==> src/rtl/regfile_wb_arbiter_pkg.sv <==
// Package: regfile_wb_arbiter_pkg
// Purpose : Shared register-file geometry for the writeback arbiter slice.
//           Holds the default register count, data width and index width,
//           plus the index of the hard-wired zero register.
// Contents: REG_COUNT, REG_W, REG_IDX_W, REG_ZERO localparams and
//           is_zero_reg() helper.
package regfile_wb_arbiter_pkg;

  localparam int REG_COUNT = 32;
  localparam int REG_W     = 32;
  localparam int REG_IDX_W = $clog2(REG_COUNT);
  localparam int REG_ZERO  = 0;

  // Writes to the zero register are architecturally discarded.
  function automatic logic is_zero_reg(input logic [REG_IDX_W-1:0] idx);
    return idx == REG_IDX_W'(REG_ZERO);
  endfunction

endpackage

==> src/rtl/regfile_wb_arbiter_rr_arbiter.sv <==
// Module : rr_arbiter
// Purpose: Combinational round-robin arbiter. Priority starts at the source
//          after ptr (wrapping modulo N); the first valid request wins.
// Ports  : req         in   N       request vector
//          ptr         in   IDX_W   index of the most recently granted source
//          grant       out  N       one-hot grant, all zero if no request
//          grant_idx   out  IDX_W   binary index of the granted source
//          grant_valid out  1       some request was granted
module rr_arbiter #(
  parameter int N     = 3,
  parameter int IDX_W = $clog2(N)
) (
  input  logic [N-1:0]     req,
  input  logic [IDX_W-1:0] ptr,
  output logic [N-1:0]     grant,
  output logic [IDX_W-1:0] grant_idx,
  output logic             grant_valid
);

  int idx;

  // NOTE: every output of a combinational block gets a default before any
  // conditional assignment, otherwise synthesis infers a latch.
  always_comb begin
    grant       = '0;
    grant_idx   = '0;
    grant_valid = 1'b0;
    idx         = 0;
    for (int off = 1; off <= N; off++) begin
      idx = (int'(ptr) + off) % N;
      if (!grant_valid && req[idx]) begin
        grant_valid = 1'b1;
        grant[idx]  = 1'b1;
        grant_idx   = IDX_W'(idx);
      end
    end
  end

endmodule

==> src/rtl/regfile_wb_arbiter.sv <==
// Module : regfile_wb_arbiter
// Purpose: Shares the single register-file write port among NUM_REQ
//          writeback sources with a round-robin grant, registers the winning
//          write onto wr_en/wr_reg/wr_data, and keeps a pending-write
//          scoreboard that decode reserves at issue and queries via busy_a/b.
// Ports  : clk, aresetn (async, active low)
//          req_valid/req_reg/req_data in, req_ready out (one-hot grant)
//          wr_en/wr_reg/wr_data out (registered write port)
//          rsv_en/rsv_reg in (scoreboard reservation)
//          rd_reg_a/rd_reg_b in, busy_a/busy_b out (combinational)
//          fwd_a/fwd_b, fwd_data_a/fwd_data_b out (only with bypass)
// Config : define REGFILE_ARB_BYPASS_EN to forward the write being performed
//          this cycle to decode and suppress the matching busy.
module regfile_wb_arbiter
  import regfile_wb_arbiter_pkg::*;
#(
  parameter int NUM_REQ     = 3,
  parameter int P_REG_COUNT = REG_COUNT,
  parameter int P_REG_W     = REG_W,
  parameter int P_REG_IDX_W = $clog2(P_REG_COUNT)
) (
  input  logic                         clk,
  input  logic                         aresetn,
  input  logic [NUM_REQ-1:0]           req_valid,
  input  logic [NUM_REQ*P_REG_IDX_W-1:0] req_reg,
  input  logic [NUM_REQ*P_REG_W-1:0]   req_data,
  output logic [NUM_REQ-1:0]           req_ready,
  output logic                         wr_en,
  output logic [P_REG_IDX_W-1:0]       wr_reg,
  output logic [P_REG_W-1:0]           wr_data,
  input  logic                         rsv_en,
  input  logic [P_REG_IDX_W-1:0]       rsv_reg,
  input  logic [P_REG_IDX_W-1:0]       rd_reg_a,
  input  logic [P_REG_IDX_W-1:0]       rd_reg_b,
`ifdef REGFILE_ARB_BYPASS_EN
  output logic                         fwd_a,
  output logic                         fwd_b,
  output logic [P_REG_W-1:0]           fwd_data_a,
  output logic [P_REG_W-1:0]           fwd_data_b,
`endif
  output logic                         busy_a,
  output logic                         busy_b
);

  localparam int PTR_W = $clog2(NUM_REQ);

  logic [PTR_W-1:0]       ptr_q, ptr_d;
  logic                   wr_en_q, wr_en_d;
  logic [P_REG_IDX_W-1:0] wr_reg_q, wr_reg_d;
  logic [P_REG_W-1:0]     wr_data_q, wr_data_d;
  logic [P_REG_COUNT-1:0] sb_q, sb_d;

  logic [PTR_W-1:0]       grant_idx;
  logic                   grant_valid;
  logic [P_REG_IDX_W-1:0] sel_reg;
  logic [P_REG_W-1:0]     sel_data;

  rr_arbiter #(.N(NUM_REQ), .IDX_W(PTR_W)) u_rr (
    .req         (req_valid),
    .ptr         (ptr_q),
    .grant       (req_ready),
    .grant_idx   (grant_idx),
    .grant_valid (grant_valid)
  );

  assign sel_reg  = req_reg[grant_idx*P_REG_IDX_W +: P_REG_IDX_W];
  assign sel_data = req_data[grant_idx*P_REG_W +: P_REG_W];

  always_comb begin
    ptr_d     = ptr_q;
    wr_en_d   = 1'b0;
    wr_reg_d  = wr_reg_q;
    wr_data_d = wr_data_q;
    if (grant_valid) begin
      ptr_d     = grant_idx;
      // A grant to the zero register still consumes the slot, but no write.
      wr_en_d   = !is_zero_reg(sel_reg);
      wr_reg_d  = sel_reg;
      wr_data_d = sel_data;
    end
  end

  // Clear is applied before set so a same-edge reservation (new producer)
  // keeps the bit.
  always_comb begin
    sb_d = sb_q;
    if (wr_en_q) sb_d[wr_reg_q] = 1'b0;
    if (rsv_en && !is_zero_reg(rsv_reg)) sb_d[rsv_reg] = 1'b1;
  end

  // NOTE: sequential state uses non-blocking assignments so every flop
  // samples pre-edge values regardless of statement order.
  always_ff @(posedge clk or negedge aresetn) begin
    if (!aresetn) begin
      ptr_q     <= PTR_W'(NUM_REQ - 1);
      wr_en_q   <= 1'b0;
      wr_reg_q  <= '0;
      wr_data_q <= '0;
      sb_q      <= '0;
    end else begin
      ptr_q     <= ptr_d;
      wr_en_q   <= wr_en_d;
      wr_reg_q  <= wr_reg_d;
      wr_data_q <= wr_data_d;
      sb_q      <= sb_d;
    end
  end

  assign wr_en   = wr_en_q;
  assign wr_reg  = wr_reg_q;
  assign wr_data = wr_data_q;

`ifdef REGFILE_ARB_BYPASS_EN
  assign fwd_a      = wr_en_q && (wr_reg_q == rd_reg_a) && !is_zero_reg(rd_reg_a);
  assign fwd_b      = wr_en_q && (wr_reg_q == rd_reg_b) && !is_zero_reg(rd_reg_b);
  assign fwd_data_a = wr_data_q;
  assign fwd_data_b = wr_data_q;
  assign busy_a     = sb_q[rd_reg_a] && !fwd_a;
  assign busy_b     = sb_q[rd_reg_b] && !fwd_b;
`else
  // Bit 0 is never set, so the zero register reads as not busy.
  assign busy_a = sb_q[rd_reg_a];
  assign busy_b = sb_q[rd_reg_b];
`endif

endmodule

==> config.mk <==
export PLATFORM = sky130hd
export DESIGN_NAME = regfile_wb_arbiter
export DESIGN_NICKNAME = d
export VERILOG_FILES = /design/src/rtl/regfile_wb_arbiter_pkg.sv /design/src/rtl/regfile_wb_arbiter_rr_arbiter.sv /design/src/rtl/regfile_wb_arbiter.sv
export SDC_FILE = /design/constraint.sdc
export NUM_CORES = 1
export LEC_CHECK = 0
export BUFFER_PORTS_ARGS = -buffer_cell sky130_fd_sc_hd__buf_2
export CORE_MARGIN = 8
export CORE_UTILIZATION = 45
export CTS_BUF_LIST = sky130_fd_sc_hd__clkbuf_16
export DETAILED_ROUTE_END_ITERATION = 7
export GPL_ROUTABILITY_DRIVEN = 0
export PLACE_DENSITY = 0.75
export SETUP_SLACK_MARGIN = 0.05
export SYNTH_ARGS = -nofsm -noshare
export SYNTH_HDL_FRONTEND = slang
export SYNTH_HIERARCHICAL = 1
export SYNTH_SLANG_ARGS = --single-unit
==> constraint.sdc <==
create_clock -name clk -period 2.3 [get_ports clk]
set_input_delay 0.69 -clock clk [delete_from_list [all_inputs] [get_ports clk]]
set_output_delay 0.69 -clock clk [all_outputs]
set_load 0.1 [all_outputs]
==> key figures, run 1 <==
Final layout
  • Antenna Cells: 0
  • FILL cells: around 700
  • Share of cells above drive strength 1: between 40 and 50%
  • Nets: 852
  • Layout overhead on the synthesized area: 54.1%
  • Util after Layout: 70.4%
  • Post-route cell area: between 6000 and 7000 µm²

Power and ir drop
  • Net Sw Power: between 6000 and 7000 µW
  • Clock share of power: 10.0%
  • Power Dens Cells: between 1500 and 2000 nW/µm²
  • Total Power: 12500 µW
  • Peak supply drop: roughly 1.7 mV
  • Sequential group share of total power: 20.1%
  • Pleak: slightly above 0.003 µW
  • Logic pwr share: between 60% and 70%
  • Switching part of the total: a little over half
  • Pint: about 5700 µW

Global routing
  • Vias in the first global route: 5016
  • Total grt overflow: 0
  • Total global-route track usage: around 23%
  • First-pass GRT wire length: around 24 mm
  • Largest net degree at the start of global routing: 65
  • Initial antenna violation count: 0

Outcome
  • Status: finished with violations
  • Failing checks: negative setup slack

STA
  • Final hold vios: 0
  • Clock Skew: ~0.0042 ns
  • Period Utilization, post-route: 122%
  • Worst slew pin tran: about 0.53 ns
  • Final min period: between 2 and 3 ns
  • Final setup margin: -0.504 ns
  • Final TNS setup: -17.80 ns
  • RSZ-0062 raised after global routing: yes
  • Fmax: around 360 MHz
  • Setup violators final: between 40 and 50
  • Final slew viol count: 0
  • Worst relative slew slack: between 60% and 70%

Route
  • # DRC: 0
  • DRT iter0 DRCs: 290
  • Post-DRT Antenna Nets: 0
  • WL per Instance: between 15 and 20 µm
  • Drt first pass iters: 5
  • Total wire length: 16.0 mm
  • Vias per cell: around 5.6
  • Via count: 4775

Placement
  • Port Buffers: 174
  • HPWL Detailed: about 11 mm
  • Post-place setup slack: -0.473 ns
  • Placed cell areas: 5760 µm²

Clock network
  • CTS Sinks: 72
  • Clock buffer depth: 2
  • CTS Buf Count: 9
  • Clock slew at reported path FFs: 0.06 ns
  • CTS tree: yes
  • Worst-Skew Late Latency: 0.32 ns
  • H-Tree Level Count: 3
  • CTS root buf: clkbuf_16

Yosys
  • Post-synth EDFFs: 0
  • Synth Area per Inst: about 8.9 µm²
  • Mapped cell area: 4430 µm²
  • Sequential share of the synthesized area: 40.7%
  • Ranking of synthesized cells by area: dfrtp_1 (40%), mux2i_1 (16%), a21oi_1 (8.5%)
  • Post-Syn Nets: around 630
  • Top_reg_cell synth: dfrtp_1
  • Ys async rst share: 100%
  • Mapped Cells: around 500
  • Seq cells post-synth: 72
  • Unique cell type count in the Yosys netlist: 42
  • Yosys top cell area share: 40.1%
  • Synth area leader: dfrtp_1
  • Synth Warn #: 6

Floorplan
  • Die width: 115 µm
  • Die area: around 13000 µm²
  • Area of the core: ~9700 µm²
  • Die Span Y: about 120 µm
  • I/O pins: 175
  • Initial core utilization: between 40% and 50%
  • FP Rows: 36

Critical path
  • R2R Path End: wr_data[7]
  • Critical path class: flip-flop to output port
  • Required @ worst endpoint: roughly 1.6 ns
  • Crit path capture type: output port
  • Reg2reg start: ptr_q[1]
  • CP Launch Point: ptr_q[1]
  • CP Launch Type: flip-flop
  • Worst Path Arrival: around 2.1 ns
  • R2R cell count: 15
  • Worst-path maximum fanout: 5
  • R2r setup slk: -0.48 ns

Job
  • Max capacitance violation total: 0

Hold path
  • Hold Path Class: primary input to async pin
-- how the worst max path moves through the flow --
stage / to / slack (ns) / cells past startpoint
finish: req_ready[0] / -0.50 / 8
global route: wr_data[16] / -0.60 / 15
CTS: req_ready[0] / -0.52 / 7
detailed placement: busy_a / -0.47 / 8
global placement: busy_b / -0.44 / 7
floorplan: req_ready[2] / -0.47 / 6
-- power groups by stage --
stage / registers [µW] / clock network, µW / logic (µW)
6_report: 2510 / 1250 / 8730
4_1_cts: 2470 / 1270 / 8070
3_3_place_gp: 2460 / 0 / 7100
3_5_place_dp: 2480 / 0 / 7280
5_1_grt: 2580 / 1320 / 9170
2_1_floorplan: 4790 / 0 / 3080
-- cell families after synthesis --
group	Yosys count	share of synthesized area, %
fa+ha+maj	4	1.13
flops	72	40.7
simple gates	139	14.7
compound gates	168	20.6
mux	78	17.9
buf+inv	34	4.95
-- per-layer routing --
layer / vias up / part of all wire [%] / track usage [%]
met3: 41 / 8.3 / 5.04
met4: 0 / 2.6 / 8.76
met5: - / 0 / 0
li1: 2227 / - / -
met2: 251 / 50 / 39.2
met1: 2256 / 39 / 27.3
-- through the flow --
stage / hold WS [ns] / instances
3_5_place_dp: 0.504 / 808
2_1_floorplan: 0.394 / 495
5_1_grt: 0.251 / 854
6_report: 0.232 / 854
3_3_place_gp: 0.497 / 808
4_1_cts: 0.233 / 847
-- synthesized netlist by cell type (3+ instances only) --
| cell | n |
|---|---|
| clkbuf_1 | 7 |
| and2_1 | 3 |
| nor2_1 | 72 |
| nand2_1 | 22 |
| a22oi_1 | 8 |
| buf_2 | 8 |
| a211oi_1 | 3 |
| mux2_2 | 8 |
| buf_1 | 5 |
| nand3_1 | 10 |
| nand2b_1 | 6 |
| ha_1 | 4 |
| nor2b_1 | 4 |
| nand3b_1 | 10 |
| o21ai_0 | 65 |
| dfrtp_1 | 71 |
| inv_1 | 5 |
| buf_6 | 6 |
| a21oi_1 | 75 |
| mux2i_1 | 70 |
-- critical path, cell delays in order, from the launching register on --
cell      delay [ns]
dfstp_2         0.56
buf_4           0.13
ha_4            0.15
and2_1          0.17
buf_4           0.12
a211oi_1        0.04
a311oi_1        0.24
mux2_4          0.20
buf_12          0.16
-- cells in the final DEF, fill, tap and decap left out, drive strengths merged, types with 4 or more instances in the layout --
cell,synthesis,final
a21oi,75,75
a22oi,8,8
buf,22,236
clkbuf,7,11
clkinv,0,4
dfrtp,71,71
ha,4,4
inv,5,6
mux2,8,8
mux2i,70,70
nand2,22,22
nand2b,6,6
nand3,10,10
nand3b,10,10
nor2,72,72
nor2b,4,4
o21ai,67,67
or3b,4,4
-- area by class of cell --
| type | count | area (µm²) | share of cell area (%) |
|---|---|---|---|
| Multi-Input combinational cell | 389 | 2770 | 40.6 |
| Sequential cell | 72 | 1800 | 26.4 |
| Timing Repair Buffer | 239 | 1790 | 26.2 |
| Clock buffer | 9 | 225 | 3.30 |
| Tap cell | 133 | 166 | 2.44 |
| Clock inverter | 7 | 47.5 | 0.697 |
| Inverter | 5 | 18.8 | 0.275 |
-- repair_timing --
item | in CTS | in global routing
resized for setup | 53 | 55
setup endpoints to repair | 43 | 45
gates cloned | 6 | 3
hold endpoints to repair | 0 | 0
pin swaps | 19 | 34
hold buffers | 0 | 0
buffers inserted | 17 | 5
No activity file was read; power rests on OpenSTA's default activity.
==> run 2, diff against run 1 <==
--- a/config.mk
+++ b/config.mk
@@ -7,12 +7,13 @@
 export LEC_CHECK = 0
 export BUFFER_PORTS_ARGS = -buffer_cell sky130_fd_sc_hd__buf_2
 export CORE_MARGIN = 8
-export CORE_UTILIZATION = 45
+export CORE_UTILIZATION = 40
 export CTS_BUF_LIST = sky130_fd_sc_hd__clkbuf_16
 export DETAILED_ROUTE_END_ITERATION = 7
 export GPL_ROUTABILITY_DRIVEN = 0
-export PLACE_DENSITY = 0.75
+export PLACE_DENSITY = 0.65
 export SETUP_SLACK_MARGIN = 0.05
+export SLEW_MARGIN = 20
 export SYNTH_ARGS = -nofsm -noshare
 export SYNTH_HDL_FRONTEND = slang
 export SYNTH_HIERARCHICAL = 1
==> constraint.sdc (replaced) <==
create_clock -name clk -period 2.6 [get_ports clk]
set_input_delay 0.78 -clock clk [delete_from_list [all_inputs] [get_ports clk]]
set_output_delay 0.78 -clock clk [all_outputs]
set_load 0.1 [all_outputs]
==> key figures, run 2 (synthesis results as in run 1) <==
Placement
  • Placed cells: 816 (was 808)
  • HPWL Detailed: 11.4 mm (was 11.0 mm)
  • Placed cell areas: 5710 µm² (was 5760 µm²)
  • Port Buffers: 174 (unchanged)

STA
  • Final setup margin: -0.292 ns (was -0.504 ns)
  • Setup violators final: 39 (was 43)
  • Worst hold slack: 0.355 ns (was 0.232 ns)
  • Clock Skew: 0.00329 ns (was 0.00420 ns)
  • Fmax: between 300 and 400 MHz
  • Final hold vios: 0 (unchanged)
  • Worst slew pin tran: 0.518 ns (was 0.530 ns)
  • Final min period: approximately 2.9 ns
  • Final TNS setup: -3.11 ns (was -17.80 ns)
  • Final slew viol count: 0 (unchanged)
  • Worst relative slew slack: 65.7% (was 64.9%)
  • RSZ-0062 raised after global routing: yes (unchanged)
  • Period Utilization, post-route: 111%

Route
  • Total wire length: 15.5 mm (was 16.0 mm)
  • WL per Instance: 18.3 µm (was 18.7 µm)
  • Drt first pass iters: 7 (was 5)
  • Via count: 4608 (was 4775)
  • # DRC: 0 (unchanged)
  • Post-DRT Antenna Nets: 0 (unchanged)
  • DRT iter0 DRCs: 354 (was 290)
  • Vias per cell: 5.44 (was 5.59)

Clock network
  • CTS Buf Count: 9 (unchanged)
  • H-Tree Level Count: 3 (unchanged)
  • CTS root buf: clkbuf_16 (unchanged)
  • Worst-Skew Late Latency: 0.33 ns (was 0.32 ns)
  • CTS tree: yes (unchanged)
  • CTS Hold Buffers Added: 0 (unchanged)
  • Clock buffer depth: 2 (unchanged)
  • CTS Sinks: 72 (unchanged)
  • Clock slew at reported path FFs: 0.05 ns (was 0.06 ns)

Final layout
  • Leading cell types in the layout, fill and taps excluded: buf_2 (167), nor2_1 (72), dfrtp_1 (71), mux2i_1 (65), o21ai_0 (60) (was buf_2 (167), nor2_1 (72), dfrtp_1 (71), mux2i_1 (66), o21ai_0 (60))
  • Nets: 838 (was 852)
  • FILL cells: 891 (was 711)
  • Antenna Cells: 0 (unchanged)
  • Post-route cell area: 6620 µm² (was 6820 µm²)
  • Non-filler cells, final: 847 (was 854)
  • Commonest non-fill, non-tap cell in the layout: buf_2 (unchanged)
  • Layout overhead on the synthesized area: 49.6% (was 54.1%)
  • Share of cells above drive strength 1: 42.1% (was 46.2%)

Floorplan
  • Initial core utilization: 40.8% (was 45.7%)
  • Die area: 14700 µm² (was 13300 µm²)
  • FP Rows: 38 (was 36)
  • Die width: 121 µm (was 115 µm)
  • Die Span Y: 121 µm (was 115 µm)
  • I/O pins: 175 (unchanged)
  • Area of the core: 10800 µm² (was 9680 µm²)

Critical path
  • Critical path capture point: req_ready[0] (unchanged)
  • CP Launch Type: flip-flop (unchanged)
  • Crit path capture type: output port (unchanged)
  • Crit-path max cell delay: 0.61 ns (was 0.56 ns)
  • R2R cell count: 13 (was 15)
  • R2R Path End: wr_en (was wr_data[7])
  • Required @ worst endpoint: 1.82 ns (was 1.61 ns)
  • Reg2reg start: ptr_q[1] (unchanged)
  • R2r setup slk: -0.17 ns (was -0.48 ns)
  • CP max-delay cell: dfstp_2 (unchanged)
  • CP Launch Point: ptr_q[1] (unchanged)
  • Worst Path Arrival: 2.11 ns (about the same)
  • Critical path class: flip-flop to output port (unchanged)
  • Critical Path, Cell by Cell: ha_4, mux2_4, a31oi_2, a311oi_1, mux2_2, buf_8 (was buf_4, ha_4, and2_1, buf_4, a211oi_1, a311oi_1, mux2_4, buf_12)
  • Worst-path maximum fanout: 4 (was 5)

Global routing
  • Largest net degree at the start of global routing: 65 (unchanged)
  • Total grt overflow: 0 (unchanged)
  • Initial antenna violation count: 0 (unchanged)
  • First-pass GRT wire length: 23.2 mm (was 24.4 mm)
  • Vias in the first global route: 4688 (was 5016)
  • Total global-route track usage: 19.6% (was 22.9%)

Outcome
  • Status: finished with violations (unchanged)
  • Failing checks: negative setup slack (unchanged)

Hold path
  • Hold Path Class: primary input to async pin (unchanged)

Power and ir drop
  • Pleak: 0.00303 µW (was 0.00311 µW)
  • Peak supply drop: 1.18 mV (was 1.67 mV)
  • Power Dens Cells: 1610 nW/µm² (was 1830 nW/µm²)

Job
  • Max capacitance violation total: 0 (unchanged)
-- run 2: cell count changes in the layout (fill, tap and decap cells not counted), moves of 3 or more --
cell,change
a21oi_1,+20
a21oi_2,-18
buf_16,-3
buf_4,-10
buf_8,+3
clkinv_1,+4
nand2_1,-3
-- run 2: what timing repair did --
action,4_1_cts,5_1_grt
cloned,2,2
pin swaps,15,41
gates resized for setup,41,60
setup endpoints to repair,43,43
setup buffers,6,6
-- run 2: worst min path at each step --
stage,start,endpoint,cells past startpoint
2_1_floorplan,aresetn,ptr_q[0],0
5_1_grt,aresetn,wr_data[29],1
3_3_place_gp,wr_data[12],wr_data[12],2
4_1_cts,aresetn,wr_data[26],1
3_5_place_dp,wr_data[12],wr_data[12],2
6_report,aresetn,wr_data[26],1
-- run 2: layout make-up --
cell class | instances | area [µm²] | area share [%]
clock buffer | 9 | 225 | 3.40
tap | 140 | 175 | 2.65
timing repair buffer | 225 | 1600 | 24.2
multi-input combinational | 389 | 2740 | 41.4
sequential | 72 | 1800 | 27.2
inverter | 5 | 21.3 | 0.321
clock inverter | 7 | 53.8 | 0.813
-- run 2: critical path, delay by kind of cell (launching register included) --
family | cells | cell delay [ns]
compound gates | 2 | 0.21
mux | 2 | 0.62
buf+inv | 1 | 0.18
flops | 1 | 0.61
fa+ha+maj | 1 | 0.16
-- run 2: report_power, final --
group	internal (µW)	switching [µW]
registers	1720	520
clock network	723	438
logic	2430	4860
total	4870	5820
-- run 2: metrics by stage --
stage,utilization (%),total power [µW],worst slack (ns)
after floorplan,-,6890,-0.279
after global placement,52.7,8330,-0.302
after detailed placement,52.7,8450,-0.363
after CTS,57.6,10000,-0.306
after global routing,61.1,11200,-0.345
final,61.1,10700,-0.292
-- run 2: routing by layer --
layer	global-route usage [%]	part of all wire, %	wire (µm)	vias up
met5	0	0	0	-
met4	5.71	1.4	218	0
met3	6.42	8.0	1240	20
met2	32.6	48	7510	219
met1	23.8	42	6520	2182
li1	-	-	-	2187
